### src/rtl/shared_pipe_pkg.sv
// Shared definitions for the multi-channel pipeline array: reset values,
// index-width helper and the round-robin pick function used by the arbiter.
package shared_pipe_pkg;

  // Widest channel count the pick function can scan.
  localparam int MAX_CH = 32;

  // Reset value of the round-robin pointer.
  localparam int PTR_RST = 0;

  // Width needed to hold a channel index (at least one bit).
  function automatic int ch_idx_w(input int n);
    return (n > 1) ? $clog2(n) : 1;
  endfunction

  // Index of the first requester found scanning ptr, ptr+1, ... mod n;
  // -1 when nobody requests.
  function automatic int rr_pick(input logic [MAX_CH-1:0] req, input int ptr, input int n);
    int pick;
    int idx;
    pick = -1;
    for (int k = 0; k < MAX_CH; k++) begin
      idx = ptr + k;
      if (idx >= n) idx = idx - n;
      if ((k < n) && (pick < 0) && (idx < MAX_CH)) begin
        if (req[idx]) pick = idx;
      end
    end
    return pick;
  endfunction

endpackage

### src/rtl/rr_arbiter.sv
// Round-robin arbiter for the shared execution unit. Grant is one-hot and
// combinational; the pointer moves just past the winner on every grant.
module rr_arbiter
  import shared_pipe_pkg::*;
#(
  parameter int N_CH = 2,
  localparam int CH_IDX_W = ch_idx_w(N_CH)
) (
  input  logic            clk,
  input  logic            reset,
  input  logic [N_CH-1:0] req,
  output logic [N_CH-1:0] grant
);

  logic [CH_IDX_W-1:0] ptr;
  logic [MAX_CH-1:0]   req_ext;
  int                  win;

  // Pick the winner starting from the pointer position.
  always_comb begin
    req_ext = '0;
    req_ext[N_CH-1:0] = req;
    win = rr_pick(req_ext, int'(ptr), N_CH);
  end

  // Expand the winner index into a one-hot grant vector.
  always_comb begin
    grant = '0;
    for (int c = 0; c < N_CH; c++) begin
      grant[c] = (win == c);
    end
  end

  // Advance the pointer past the winner; hold when nothing is granted.
  always_ff @(posedge clk) begin
    if (reset) begin
      ptr <= CH_IDX_W'(PTR_RST);
    end else if (win >= 0) begin
      ptr <= (win == N_CH - 1) ? CH_IDX_W'(PTR_RST) : CH_IDX_W'(win + 1);
    end
  end

endmodule

### src/rtl/shared_pipe_array.sv
// N_CH in-order pipelines sharing one incrementing execution unit at stage
// SHARED_STAGE. A channel that requests the unit and loses arbitration
// freezes every one of its stages (global stall) and refuses new input.
// Handshake: in_valid/in_data are taken at the clock edge only when stall
// and flush are both low for that channel; while stall is high the
// producer holds them. out_valid strobes once per item, never while the
// final stage is frozen.
module shared_pipe_array
  import shared_pipe_pkg::*;
#(
  parameter int N_CH         = 2,
  parameter int WIDTH        = 32,
  parameter int DEPTH        = 3,
  parameter int SHARED_STAGE = 1,
  parameter int INC          = 1,
  parameter int CNT_W        = 16
) (
  input  logic                  clk,
  input  logic                  reset,
  input  logic [N_CH*WIDTH-1:0] in_data,
  input  logic [N_CH-1:0]       in_valid,
  input  logic [N_CH-1:0]       flush,
  output logic [N_CH*WIDTH-1:0] out_data,
  output logic [N_CH-1:0]       out_valid,
  output logic [N_CH-1:0]       stall,
  output logic [N_CH*CNT_W-1:0] stall_cnt
);

  logic [N_CH-1:0] req;
  logic [N_CH-1:0] grant;

  rr_arbiter #(
    .N_CH (N_CH)
  ) u_arb (
    .clk   (clk),
    .reset (reset),
    .req   (req),
    .grant (grant)
  );

  for (genvar c = 0; c < N_CH; c++) begin : g_ch
    logic [DEPTH-1:0] vld;
    logic [WIDTH-1:0] dat [DEPTH];
    logic [CNT_W-1:0] cnt;

    // Reset gating keeps stall/out_valid quiet during the reset cycle.
    assign req[c]       = vld[SHARED_STAGE] & ~flush[c] & ~reset;
    assign stall[c]     = req[c] & ~grant[c];
    assign out_valid[c] = vld[DEPTH-1] & ~stall[c] & ~flush[c] & ~reset;
    assign out_data[c*WIDTH +: WIDTH] = dat[DEPTH-1];
    assign stall_cnt[c*CNT_W +: CNT_W] = cnt;

    // Stage registers: flush kills, stall freezes, otherwise shift forward
    // with the shared unit adding INC on the way out of SHARED_STAGE.
    always_ff @(posedge clk) begin
      if (reset) begin
        vld <= '0;
        for (int k = 0; k < DEPTH; k++) begin
          dat[k] <= '0;
        end
      end else if (flush[c]) begin
        vld <= '0;
      end else if (!stall[c]) begin
        vld    <= {vld[DEPTH-2:0], in_valid[c]};
        dat[0] <= in_data[c*WIDTH +: WIDTH];
        for (int k = 1; k < DEPTH; k++) begin
          if ((k == SHARED_STAGE + 1) && vld[SHARED_STAGE]) begin
            dat[k] <= dat[k-1] + WIDTH'(INC);
          end else begin
            dat[k] <= dat[k-1];
          end
        end
      end
    end

    // Saturating count of stalled cycles; only reset clears it.
    always_ff @(posedge clk) begin
      if (reset) begin
        cnt <= '0;
      end else if (stall[c] && (cnt != {CNT_W{1'b1}})) begin
        cnt <= cnt + 1'b1;
      end
    end
  end

endmodule

### config.mk
export PLATFORM = sky130hd
export DESIGN_NAME = shared_pipe_array
export DESIGN_NICKNAME = d
export VERILOG_FILES = /design/src/rtl/shared_pipe_pkg.sv /design/src/rtl/rr_arbiter.sv /design/src/rtl/shared_pipe_array.sv
export SDC_FILE = /design/constraint.sdc
export NUM_CORES = 1
export LEC_CHECK = 0
export BUFFER_PORTS_ARGS = -buffer_cell sky130_fd_sc_hd__buf_2
export CAP_MARGIN = 5
export CORE_UTILIZATION = 50
export CTS_BUF_LIST = sky130_fd_sc_hd__clkbuf_2 sky130_fd_sc_hd__clkbuf_4 sky130_fd_sc_hd__clkbuf_8
export CTS_CLUSTER_SIZE = 12
export DETAILED_ROUTE_END_ITERATION = 10
export HOLD_SLACK_MARGIN = 0.02
export MAX_ROUTING_LAYER = met4
export PLACE_DENSITY = 0.73
export SETUP_SLACK_MARGIN = 0.1
export SYNTH_ARGS = -nofsm -noshare
export SYNTH_HDL_FRONTEND = slang
export SYNTH_SLANG_ARGS = --single-unit
### constraint.sdc
create_clock -name clk -period 11.1 [get_ports clk]
set_input_delay 2.22 -clock clk [delete_from_list [all_inputs] [get_ports clk]]
set_output_delay 2.22 -clock clk [all_outputs]
set_load 0.005 [all_outputs]
# After elaboration in Yosys (flattened, before gate mapping)

Memories as Yosys holds them, arrays and structs flattened.
Cells that the tools add are included.

$lt $le $gt $ge: 8
Muxes and demuxes: 51
Bitwise logic cells: 27
Equality and inequality tests: 3
Reduce and logical (&&, ||, !) cells: 6
Add/sub/neg operators: 8

Operators by type and width:

| kind                                                                    | number |
|---|---|
| 32-bit 2-to-1 mux                                                       | 14 |
| 32-bit by 7-bit < comparator with 1-bit output (second input constant)  | 4 |
| 32-bit by 1-bit adder with 32-bit output (second input constant)        | 2 |
| 1-bit 2-to-1 mux                                                        | 35 |
| 16-bit by 1-bit adder with 16-bit output (second input constant)        | 2 |
| 32-bit by 2-bit == test with 1-bit output (second input constant)       | 1 |
| 32-bit by 1-bit >= comparator with 1-bit output (second input constant) | 1 |
| 32-bit by 3-bit >= comparator with 1-bit output (second input constant) | 1 |
| 32-bit zero test                                                        | 1 |
| 32-bit by 1-bit < comparator with 1-bit output (second input constant)  | 1 |
| 16-bit inequality test (second input constant)                          | 2 |
| 32-bit by 3-bit subtractor with 32-bit output (second input constant)   | 1 |
| 1-bit bitwise AND                                                       | 12 |
| 1-bit binary-select mux with 5-bit select                               | 2 |
| 1-bit bitwise OR                                                        | 8 |
| 1-bit inverter                                                          | 7 |
| 2-bit OR reduction                                                      | 2 |
| 1-bit logical AND                                                       | 3 |
| 1-bit by 2-bit subtractor with 3-bit output (second input constant)     | 1 |
| 1-bit by 1-bit adder with 2-bit output (second input constant)          | 1 |
| 1-bit by 2-bit >= comparator with 1-bit output (second input constant)  | 1 |
| 1-bit adder (second input constant)                                     | 1 |

Memories kept: 2
Memory bits (writable): 192
Output and inout port bits: 100
Flip-flop bits (word level): 39

Memories:

| memory      | words | width | rd ports | clocked after memory_dff | wr ports | line                    | text |
|---|---|---|---|---|---|---|---|
| g_ch[0].dat | 3     | 32    | 3        | 0                        | 3        | shared_pipe_array.sv:43 | `logic [WIDTH-1:0] dat [DEPTH];` |
| g_ch[1].dat | 3     | 32    | 3        | 0                        | 3        | shared_pipe_array.sv:43 |  |

# Longest topological paths before layout

Gate-level depths: netlist of run 1.

Depth in word-level cells: 20
Mapped depth: 8

# Cells and area by module

A second synthesis of run 1 with hierarchy kept.

Cells, all modules: 896
Area total of the unflattened synthesis: 10462.5 um^2

Modules (own cells, without submodules):

| module            | area an instance (um^2) | times used | cells an instance |
|---|---|---|---|
| shared_pipe_array | 10403.7                 | 1          | 890 |
| rr_arbiter        | 58.8                    | 1          | 6 |

# Worst setup path after synthesis of run 1

Ideal clock, no wire load.

Path kind: input to register
Start: input reset
End: memory g_ch[0].dat[0][0], enable pin
Required time: 10.526 ns
Library setup time: 0.574 ns
Setup slack: 2.951 ns
Buffers on the path: 3
Cell stages on the path: 7
Data arrival time: 7.574 ns
Path through: buf_6 nor2_1 clkbuf_1 nand2_1 clkbuf_1 inv_1 o21ai_0

RTL lines:

| what               | line                    | text |
|---|---|---|
| start: declaration | shared_pipe_array.sv:19 | `input logic reset,` |
| end: declaration   | shared_pipe_array.sv:43 |  |

# Worst setup path in the final report of run 1

Start: input reset
End: output out_valid[0]

Longest elaborated chain between the ends: 17
Elaborated cells on any way between the ends: 22

RTL lines:

| what                                                 | line                                             | text |
|---|---|---|
| 1-bit inverter *                                     | shared_pipe_array.sv:47, shared_pipe_array.sv:49 |  |
| 1-bit bitwise AND                                    | shared_pipe_array.sv:47                          | `assign req[c] = vld[SHARED_STAGE] & ~flush[c] & ~reset;` |
| 1-bit binary-select mux with 5-bit select            | shared_pipe_pkg.sv:26                            | `if (req[idx]) pick = idx;` |
| 1-bit 2-to-1 mux (not written as such) (2 in series) | shared_pipe_pkg.sv:26                            |  |
| 32-bit 2-to-1 mux                                    | shared_pipe_pkg.sv:26                            |  |
| 32-bit 2-to-1 mux                                    | shared_pipe_pkg.sv:25                            | `if ((k < n) && (pick < 0) && (idx < MAX_CH)) begin` |
| 32-bit by 1-bit < comparator with 1-bit output       | shared_pipe_pkg.sv:25                            |  |
| 1-bit logical AND                                    | shared_pipe_pkg.sv:25                            |  |
| 32-bit 2-to-1 mux                                    | shared_pipe_pkg.sv:25                            |  |
| 32-bit zero test                                     | rr_arbiter.sv:30                                 | `grant[c] = (win == c);` |
| 1-bit inverter                                       | shared_pipe_array.sv:48                          | `assign stall[c] = req[c] & ~grant[c];` |
| 1-bit bitwise AND                                    | shared_pipe_array.sv:48                          |  |
| 1-bit inverter                                       | shared_pipe_array.sv:49                          | `assign out_valid[c] = vld[DEPTH-1] & ~stall[c] & ~flush[c] & ~reset;` |
| 1-bit bitwise AND (2 in series)                      | shared_pipe_array.sv:49                          |  |
| 1-bit bitwise AND *                                  | shared_pipe_array.sv:49                          |  |
| end: declaration                                     | shared_pipe_array.sv:24                          | `output logic [N_CH-1:0] out_valid,` |

Every way passes the cells marked *; elsewhere a longest branch is shown, timed or not. The select of a mux whose other input is x is not followed.

==> results_dict.tcl, run 1 <==
set metrics [dict create \
    status "complete, no violations" \
    drt_iter0_markers 470 \
    maxCapViolCount 0 \
    syn_inst 902 \
    dieArea_mm2 0.0217 \
    finalClockSkew_ns 0.0297 \
    synth.yosys.warnings 0 \
    rows 52 \
    use_met2 0.299 \
    yosysUniqueCellTypes 52 \
    min_to "g_ch[0].vld[1]$_SDFFE_PP0N_" \
    fin_crit_sh 0.603 \
    postCtsResizedCells 0 \
    clock_latency_ns 0.53 \
    ioPinCount 170 \
    ys.flop_type "edfxtp_1" \
    synth-async-reset-ratio 0 \
    drive_above_1_share 0.234 \
    fp.dieH_um 147 \
    grt-ovfl-total 0 \
    synth_top_area_frac 0.546 \
    start_util 0.516 \
    utilization 0.603 \
    cts_buffers 38 \
    ir_worst_vdd_uv 97.4 \
    grt_use_total 0.204 \
    r2r_cells 6 \
    synth_edf_count 192 \
    pwr-share-seq 0.566 \
    drv_slew 0 \
    internal_power_mw 1.40 \
    die_width_um 147 \
    rsz0062_at_grt "false" \
    min_path_cells 2 \
    port_buffers 169 \
    required_ns 8.88 \
    path_max_fanout 86 \
    drc 0 \
    root_buffer "clkbuf_8" \
    area_delta_synth_final_pct 17.0 \
    mappedNetlistArea_mm2 0.0106 \
    grt_antenna_before_repair 0 \
    start_kind "input pin" \
    syn_area_per_cell_um2 11.7 \
    p_leak_nw 4.99 \
    synth.area.top_cells "edfxtp_1 (55%), dfxtp_1 (7.4%), and3_1 (4.3%)" \
    final-setup-viol-count 0 \
    cts_setup_buffers 0 \
    r2r_slack_ns 8.41 \
    fin_ws_ns 4.41 \
    ant_nets 0 \
    dr.pass1.iters 5 \
    crit_path_start "reset" \
    grt_pass1_vias 6620 \
    cts_sinks 231 \
    r2r-end "g_ch[0].cnt[1]$_SDFFE_PP0P_" \
    reg2reg_from "g_ch[0].cnt[0]$_SDFFE_PP0P_" \
    top_usage_layer "met2" \
    hold_start "g_ch[0].vld[0]$_SDFFE_PP0N_" \
    ys_seq_area_frac 0.620 \
    clock_path_buffers 3 \
    final_common_cell "edfxtp_1" \
    gp_congestion 0.896 \
    cts_tree "yes" \
    grt_use_met3 0.0391 \
    via_count 7501 \
    p_sw_frac 0.227 \
    p_per_area_mw_per_mm2 146 \
    hp-class "flop to flop" \
    grt_max_degree 87 \
    combPwrFrac 0.053 \
    htree_levels 2 \
    worst_slew_pin_slew_ns 1.13 \
    ys_ff_latch 231 \
    p_clk_frac 0.381 \
    n_antenna_cell 0 \
    core-area_mm2 0.0205 \
    worstPathArrival_ns 4.47 \
    tns_ns 0 \
    pre_cts_slack_ns 4.42 \
    hold_viol 0 \
    fmax_mhz 150 \
    clkTransAtPathRegs_ns 0.06 \
    slew_headroom 0.239 \
    nets 1137 \
    hpwl_um 14500 \
    grt_pass1_wl_um 33900 \
    syn_nets 976 \
    use_met1 0.289 \
    routedWlPerCell_um 15.8 \
    cp-end-kind "output pin" \
    period_minus_slack_ns 6.69 \
    power_switching_mw 0.409 \
    viasPerCell 5.50 \
    layout_common_cells "edfxtp_1 (192), buf_2 (169), and3_1 (73), nand2_1 (71), and2_1 (69)" \
    synth_top_area_cell "edfxtp_1" \
    crit_type "input pin to output pin" \
    hold_buffers 0 \
    drt_wl_total_um 21500 \
]
layer usage:
layer,share of wire,vias to the layer above
met1,0.46,3475
met4,0.016,0
met5,0,-
met3,0.069,31
li1,-,3729
met2,0.46,266
cell type report:
cell class / count / area, um^2
multi-input cells: 602 / 3810
inverters: 14 / 52.6
clock inverters: 22 / 121
well taps: 270 / 338
repair buffers: 176 / 898
clock buffers: 48 / 598
flip-flops and latches: 231 / 6550
fillers: 1664 / 8130
Yosys cell counts, types with 21 or more instances:
library cell,number
edfxtp_1,192
and3_1,73
nand2_1,71
and2_1,69
clkbuf_1,50
a21oi_1,40
dfxtp_1,39
nand3_1,39
nor2_1,39
mux2i_1,26
or4_1,26
nand4_1,23
or3_1,23
nor4_1,21
worst max-delay path by stage:
stage / to / slack (ns) / depth (start not counted)
finish: out_valid[0] / 4.41 / 7
global route: out_valid[0] / 4.22 / 7
CTS: out_valid[0] / 4.41 / 7
detailed placement: out_valid[0] / 4.42 / 7
global placement: out_valid[0] / 4.44 / 7
floorplan: g_ch[0].dat[0][0]$_SDFFCE_PN0P_ / 2.95 / 7
worst max-delay path: stages:
cell and delay [ns]:
buf_2 0.64, nor2_4 0.05, buf_4 0.33, a21oi_4 0.19, buf_4 0.53, and2_1 0.30
buf_2 0.14
flip-flops by register name, indices dropped and copies added (netlist names):
signal	count
g_ch.dat	192
g_ch.cnt	32
g_ch.vld	6
u_arb.ptr	1
per-stage QoR:
step	cells	total power [mW]	hold slack (ns)	instance area, um^2
floorplan	902	1.09	0.423	10600
global placement	1293	1.13	0.439	11600
detailed placement	1293	1.14	0.442	11600
CTS	1363	1.83	0.452	12400
global route	1363	1.89	0.478	12400
finish	1363	1.80	0.451	12400
kinds of logic after synthesis:
logic type / after synthesis / share of synthesized area
multiplexers: 37 / 0.0364
buffers and inverters: 69 / 0.0257
AND/OR/NAND/NOR: 439 / 0.236
flip-flops: 231 / 0.620
XOR/XNOR: 17 / 0.0141
adder cells (fa/ha/maj): 4 / 0.00474
AO/OA/AOI/OAI: 105 / 0.0637
power by group through the flow:
| stage | clock, mW | combinational (mW) | sequential, mW |
|---|---|---|---|
| floorplan | 0 | 0.0521 | 1.04 |
| global placement | 0 | 0.0950 | 1.04 |
| detailed placement | 0 | 0.0965 | 1.04 |
| CTS | 0.711 | 0.0968 | 1.02 |
| global route | 0.753 | 0.106 | 1.03 |
| finish | 0.688 | 0.0957 | 1.02 |
(Power assumes the default switching activity.)
==> inputs of run 2 (changes only) <==
- clock period: 11.1 -> 7.01 ns (I/O delays scaled with it)
==> results_dict.tcl, run 2 (synthesis gave the netlist of run 1 again) <==
set metrics [dict create \
    p_leak_nw 5.05 \
    fp.dieH_um 147 \
    utilization 0.610 \
    status "complete, no violations" \
    maxCapViolCount 0 \
    top_regs "g_ch.dat (192), g_ch.cnt (32), g_ch.vld (6)" \
    cp_slowest_cell "buf_4" \
    root_buffer "clkbuf_8" \
    path_cells "buf_2 -> nor2_4 -> buf_4 -> nand2_1 -> inv_1 -> buf_2" \
    cpPeakStageDelay_ns 0.51 \
    fin_area_mm2 0.0125 \
    finalClockSkew_ns 0.0258 \
    postCtsResizedCells 0 \
    largest_reg_flops 192 \
    drt_wl_total_um 22100 \
    final_common_cell "edfxtp_1" \
    hpwl_um 14900 \
    fin_ws_ns 2.20 \
    fin_crit_sh 0.686 \
    layout_common_cells "edfxtp_1 (192), buf_2 (169), and3_1 (73), nand2_1 (71), and2_1 (69)" \
    hp-class "flop to flop" \
    required_ns 5.61 \
    grt_antenna_before_repair 0 \
    hold_viol 0 \
    cp-end-kind "output pin" \
    cts_sinks 231 \
    hold_slack_ns 0.448 \
    nets 1137 \
    start_kind "input pin" \
    crit_buf_inv 4 \
    drive_above_1_share 0.240 \
    n_antenna_cell 0 \
    instances_no_fill 1361 \
    crit_top_cell "buf_2" \
    path_max_fanout 75 \
    ir_worst_vdd_uv 158 \
    worstPathArrival_ns 3.41 \
    hold_buffers 0 \
    worst_slew_pin_slew_ns 1.09 \
    grt_pass1_wl_um 35300 \
    gp_congestion 0.846 \
    final-setup-viol-count 0 \
    clock_latency_ns 0.52 \
    placed_cells 1294 \
    period_minus_slack_ns 4.81 \
    routedWlPerCell_um 16.2 \
    drt_iter0_markers 514 \
    drc 0 \
    viasPerCell 5.61 \
    clkTransAtPathRegs_ns 0.07 \
    regMostFlops "g_ch.dat" \
    ioPinCount 170 \
    pre_cts_slack_ns 2.22 \
    rows 52 \
    port_buffers 169 \
    tns_ns 0 \
    cts_buffers 37 \
    die_width_um 147 \
    crit_type "input pin to output pin" \
    grt_use_total 0.211 \
    fillers 1606 \
    start_util 0.516 \
    cts_tree "yes" \
    drv_slew 0 \
    ant_nets 0 \
    dr.pass1.iters 5 \
    fmax_mhz 208 \
    cp_top_family "buffers and inverters" \
    slew_headroom 0.264 \
    p_per_area_mw_per_mm2 246 \
    rsz0062_at_grt "false" \
    placed_area_mm2 0.0117 \
    htree_levels 2 \
    core-area_mm2 0.0205 \
    grt_max_degree 87 \
    clock_path_buffers 3 \
    total_power_mw 3.07 \
    via_count 7641 \
    grt-ovfl-total 0 \
    cts_setup_buffers 0 \
    area_delta_synth_final_pct 18.4 \
    grt_pass1_vias 6922 \
    dieArea_mm2 0.0217 \
]
## run 2: cell count changes in the layout (fill, tap and decap cells not counted), moves of 2 or more
| cell | before | now |
|---|---|---|
| clkinv_1 | 9 | 1 |
| bufinv_16 | 0 | 5 |
| clkbuf_8 | 38 | 41 |
| clkinv_2 | 9 | 6 |
| clkinvlp_4 | 2 | 4 |
## run 2: worst register-to-register path, stage by stage, from the launching register on
cell	delay, ns
dfxtp_1	0.46
and4b_1	0.36
nand2_1	0.30
inv_1	0.22
o21ai_4	0.75
buf_4	0.53
## run 2: path summary, 6_finish.rpt
kind | endpoint | cells after the start | from | slack, ns
worst max-delay path | stall[0] | 6 | reset | 2.20
worst min register to register | g_ch[0].vld[1]$_SDFFE_PP0N_ | 2 | g_ch[0].vld[0]$_SDFFE_PP0N_ | 0.45
worst max register to register | g_ch[0].dat[0][0]$_SDFFCE_PN0P_ | 5 | g_ch[1].vld[1]$_SDFFE_PP0N_ | 4.04
worst min-delay path | g_ch[0].vld[1]$_SDFFE_PP0N_ | 2 | g_ch[0].vld[0]$_SDFFE_PP0N_ | 0.45
## run 2: cell type report
cell class	instances	area (um^2)	share of cell area
flip-flops and latches	231	6550	0.524
multi-input cells	602	3810	0.305
repair buffers	177	906	0.0724
clock buffers	51	639	0.0511
well taps	270	338	0.0270
clock inverters	16	214	0.0171
inverters	14	52.6	0.00420
## run 2: report_power, final
group	switching [mW]	total, mW	internal, mW
sequential	0.0429	1.62	1.57
clock	0.523	1.30	0.781
combinational	0.0874	0.152	0.0647
total	0.654	3.07	2.42
## run 2: per-layer routing
metal	track usage	share of wire	vias up
met5	-	0	-
met4	0.0582	0.020	0
met3	0.0413	0.075	38
met2	0.321	0.46	302
met1	0.290	0.45	3563
li1	-	-	3738
==> inputs of run 3 (changes only) <==
- ABC_AREA: default -> 1
- PLACE_DENSITY: 0.73 -> 0.72
- clock period: 7.01 -> 4.5 ns (I/O delays scaled with it)
==> results_dict.tcl, run 3 <==
set metrics [dict create \
    synth_edf_count 192 \
    start_util 0.512 \
    hpwl_um 19200 \
    synth.yosys.warnings 0 \
    ys.flop_type "edfxtp_1" \
    cp_top_family "simple AND/OR/NAND/NOR gates" \
    synth-async-reset-ratio 0 \
    dieArea_mm2 0.0239 \
    syn_area_per_cell_um2 8.27 \
    cts_sinks 231 \
    cts_setup_buffers 0 \
    port_buffers 169 \
    viasPerCell 4.98 \
    ir_worst_vdd_uv 214 \
    drt_iter0_markers 582 \
    maxCapViolCount 0 \
    ant_nets 0 \
    cpPeakStageDelay_ns 0.37 \
    synth.most_common_cell "nand2_1" \
    required_ns 3.60 \
    start_kind "input pin" \
    core-area_mm2 0.0227 \
    slew_headroom 0.457 \
    worst_slew_pin_slew_ns 0.814 \
    hold_buffers 0 \
    syn_nets 1480 \
    p_leak_nw 5.90 \
    die_width_um 155 \
    fmax_mhz 306 \
    postCtsResizedCells 0 \
    grt_max_degree 70 \
    synth_top_area_frac 0.496 \
    worstPathArrival_ns 2.36 \
    fin_crit_sh 0.725 \
    drive_above_1_share 0.162 \
    hold_viol 0 \
    clock_latency_ns 0.53 \
    grt_use_total 0.238 \
    synthTopCellsByCount "nand2_1 (376), nor2_1 (296), inv_1 (222), edfxtp_1 (192), nand3_1 (69)" \
    crit_type "input pin to output pin" \
    period_minus_slack_ns 3.26 \
    drc 0 \
    final-setup-viol-count 0 \
    fp.dieH_um 155 \
    cp-end-kind "output pin" \
    total_power_mw 4.68 \
    mappedNetlistArea_mm2 0.0116 \
    grt_pass1_wl_um 43700 \
    largest_reg_flops 192 \
    grt_antenna_before_repair 0 \
    routedWlPerCell_um 14.0 \
    final_common_cell "nand2_1" \
    finalClockSkew_ns 0.0100 \
    ys_seq_area_frac 0.563 \
    n_antenna_cell 0 \
    crit_buf_inv 3 \
    p_per_area_mw_per_mm2 347 \
    cts_buffers 40 \
    gp_congestion 0.908 \
    synth_top_area_cell "edfxtp_1" \
    utilization 0.594 \
    grt_pass1_vias 8905 \
    dr.pass1.iters 5 \
    syn_inst 1406 \
    cp_slowest_cell "nand2_2" \
    regMostFlops "g_ch.dat" \
    drv_slew 0 \
    synth.area.top_cells "edfxtp_1 (50%), nand2_1 (12%), nor2_1 (9.6%)" \
    nets 1666 \
    cts_tree "yes" \
    layout_common_cells "nand2_1 (376), nor2_1 (296), inv_1 (222), edfxtp_1 (192), buf_2 (169)" \
    rows 55 \
    root_buffer "clkbuf_8" \
    via_count 9490 \
    clock_path_buffers 3 \
    ys_ff_latch 231 \
    path_max_fanout 23 \
    drt_wl_total_um 26700 \
    rsz0062_at_grt "false" \
    grt-ovfl-total 0 \
    status "complete, no violations" \
    top_regs "g_ch.dat (192), g_ch.cnt (32), g_ch.vld (6)" \
    htree_levels 2 \
    hp-class "flop to flop" \
    yosysUniqueCellTypes 35 \
    path_cells "buf_2 -> inv_2 -> nand2_1 -> nor2_4 -> nand3_4 -> nand2_2 -> nor2_1 -> buf_2" \
    clkTransAtPathRegs_ns 0.06 \
    crit_top_cell "buf_2" \
    ioPinCount 170 \
    tns_ns 0 \
    area_delta_synth_final_pct 16.0 \
]
[run 3: metrics by stage]
stage / setup slack, ns / cells / hold WS [ns] / area, um^2
5_1_grt: 1.11 / 1907 / 0.486 / 13500
3_5_place_dp: 1.06 / 1835 / 0.443 / 12700
4_1_cts: 1.23 / 1907 / 0.456 / 13500
3_3_place_gp: 1.19 / 1835 / 0.441 / 12700
2_1_floorplan: 0.642 / 1406 / 0.422 / 11600
6_report: 1.24 / 1907 / 0.451 / 13500
[run 3: final cells by class]
cell class              count  area [um^2]
flip-flops and latches    231         6550
multi-input cells         914         4050
clock buffers              50          632
repair buffers            180          928
inverters                 225          845
well taps                 285          357
fillers                  2087         9220
clock inverters            22          134
[run 3: layer usage]
metal  track usage  share of wire
met2         0.370           0.45
met1         0.312           0.44
met3        0.0448          0.079
met5             -              0
met4        0.0849          0.027
[run 3: final timing paths]
path / start / end / slack, ns / cells after the start
hold / removal: g_ch[1].vld[0]$_SDFFE_PP0N_ / g_ch[1].vld[1]$_SDFFE_PP0N_ / 0.45 / 2
setup / recovery: reset / out_valid[1] / 1.24 / 8
setup reg to reg: g_ch[1].vld[1]$_SDFFE_PP0N_ / g_ch[0].dat[1][1]$_SDFFCE_PN0P_ / 2.10 / 6
hold reg to reg: g_ch[1].vld[0]$_SDFFE_PP0N_ / g_ch[1].vld[1]$_SDFFE_PP0N_ / 0.45 / 2
[run 3: report_power, final]
part | leakage [nW] | total (mW) | internal (mW) | switching [mW]
clock network | 0.388 | 1.82 | 0.985 | 0.833
logic | 3.14 | 0.317 | 0.110 | 0.207
registers | 2.37 | 2.55 | 2.46 | 0.0834
total | 5.90 | 4.68 | 3.56 | 1.12
[run 3: worst min-delay path, delay by kind of cell (launching register included)]
kind,cells,cell delay [ns]
flops,1,0.31
simple gates,2,0.12
[run 3: cells by family (layout without fill, tap and decap cells)]
family | Yosys count | after routing | synth area share
adders and majority gates | 4 | 4 | 0.00430
DFF | 231 | 231 | 0.563
and+or+nand+nor | 812 | 812 | 0.291
buffers and inverters | 261 | 477 | 0.0899
AOI/OAI and AO/OA | 76 | 76 | 0.0356
xor gates and xnor gates | 22 | 22 | 0.0166
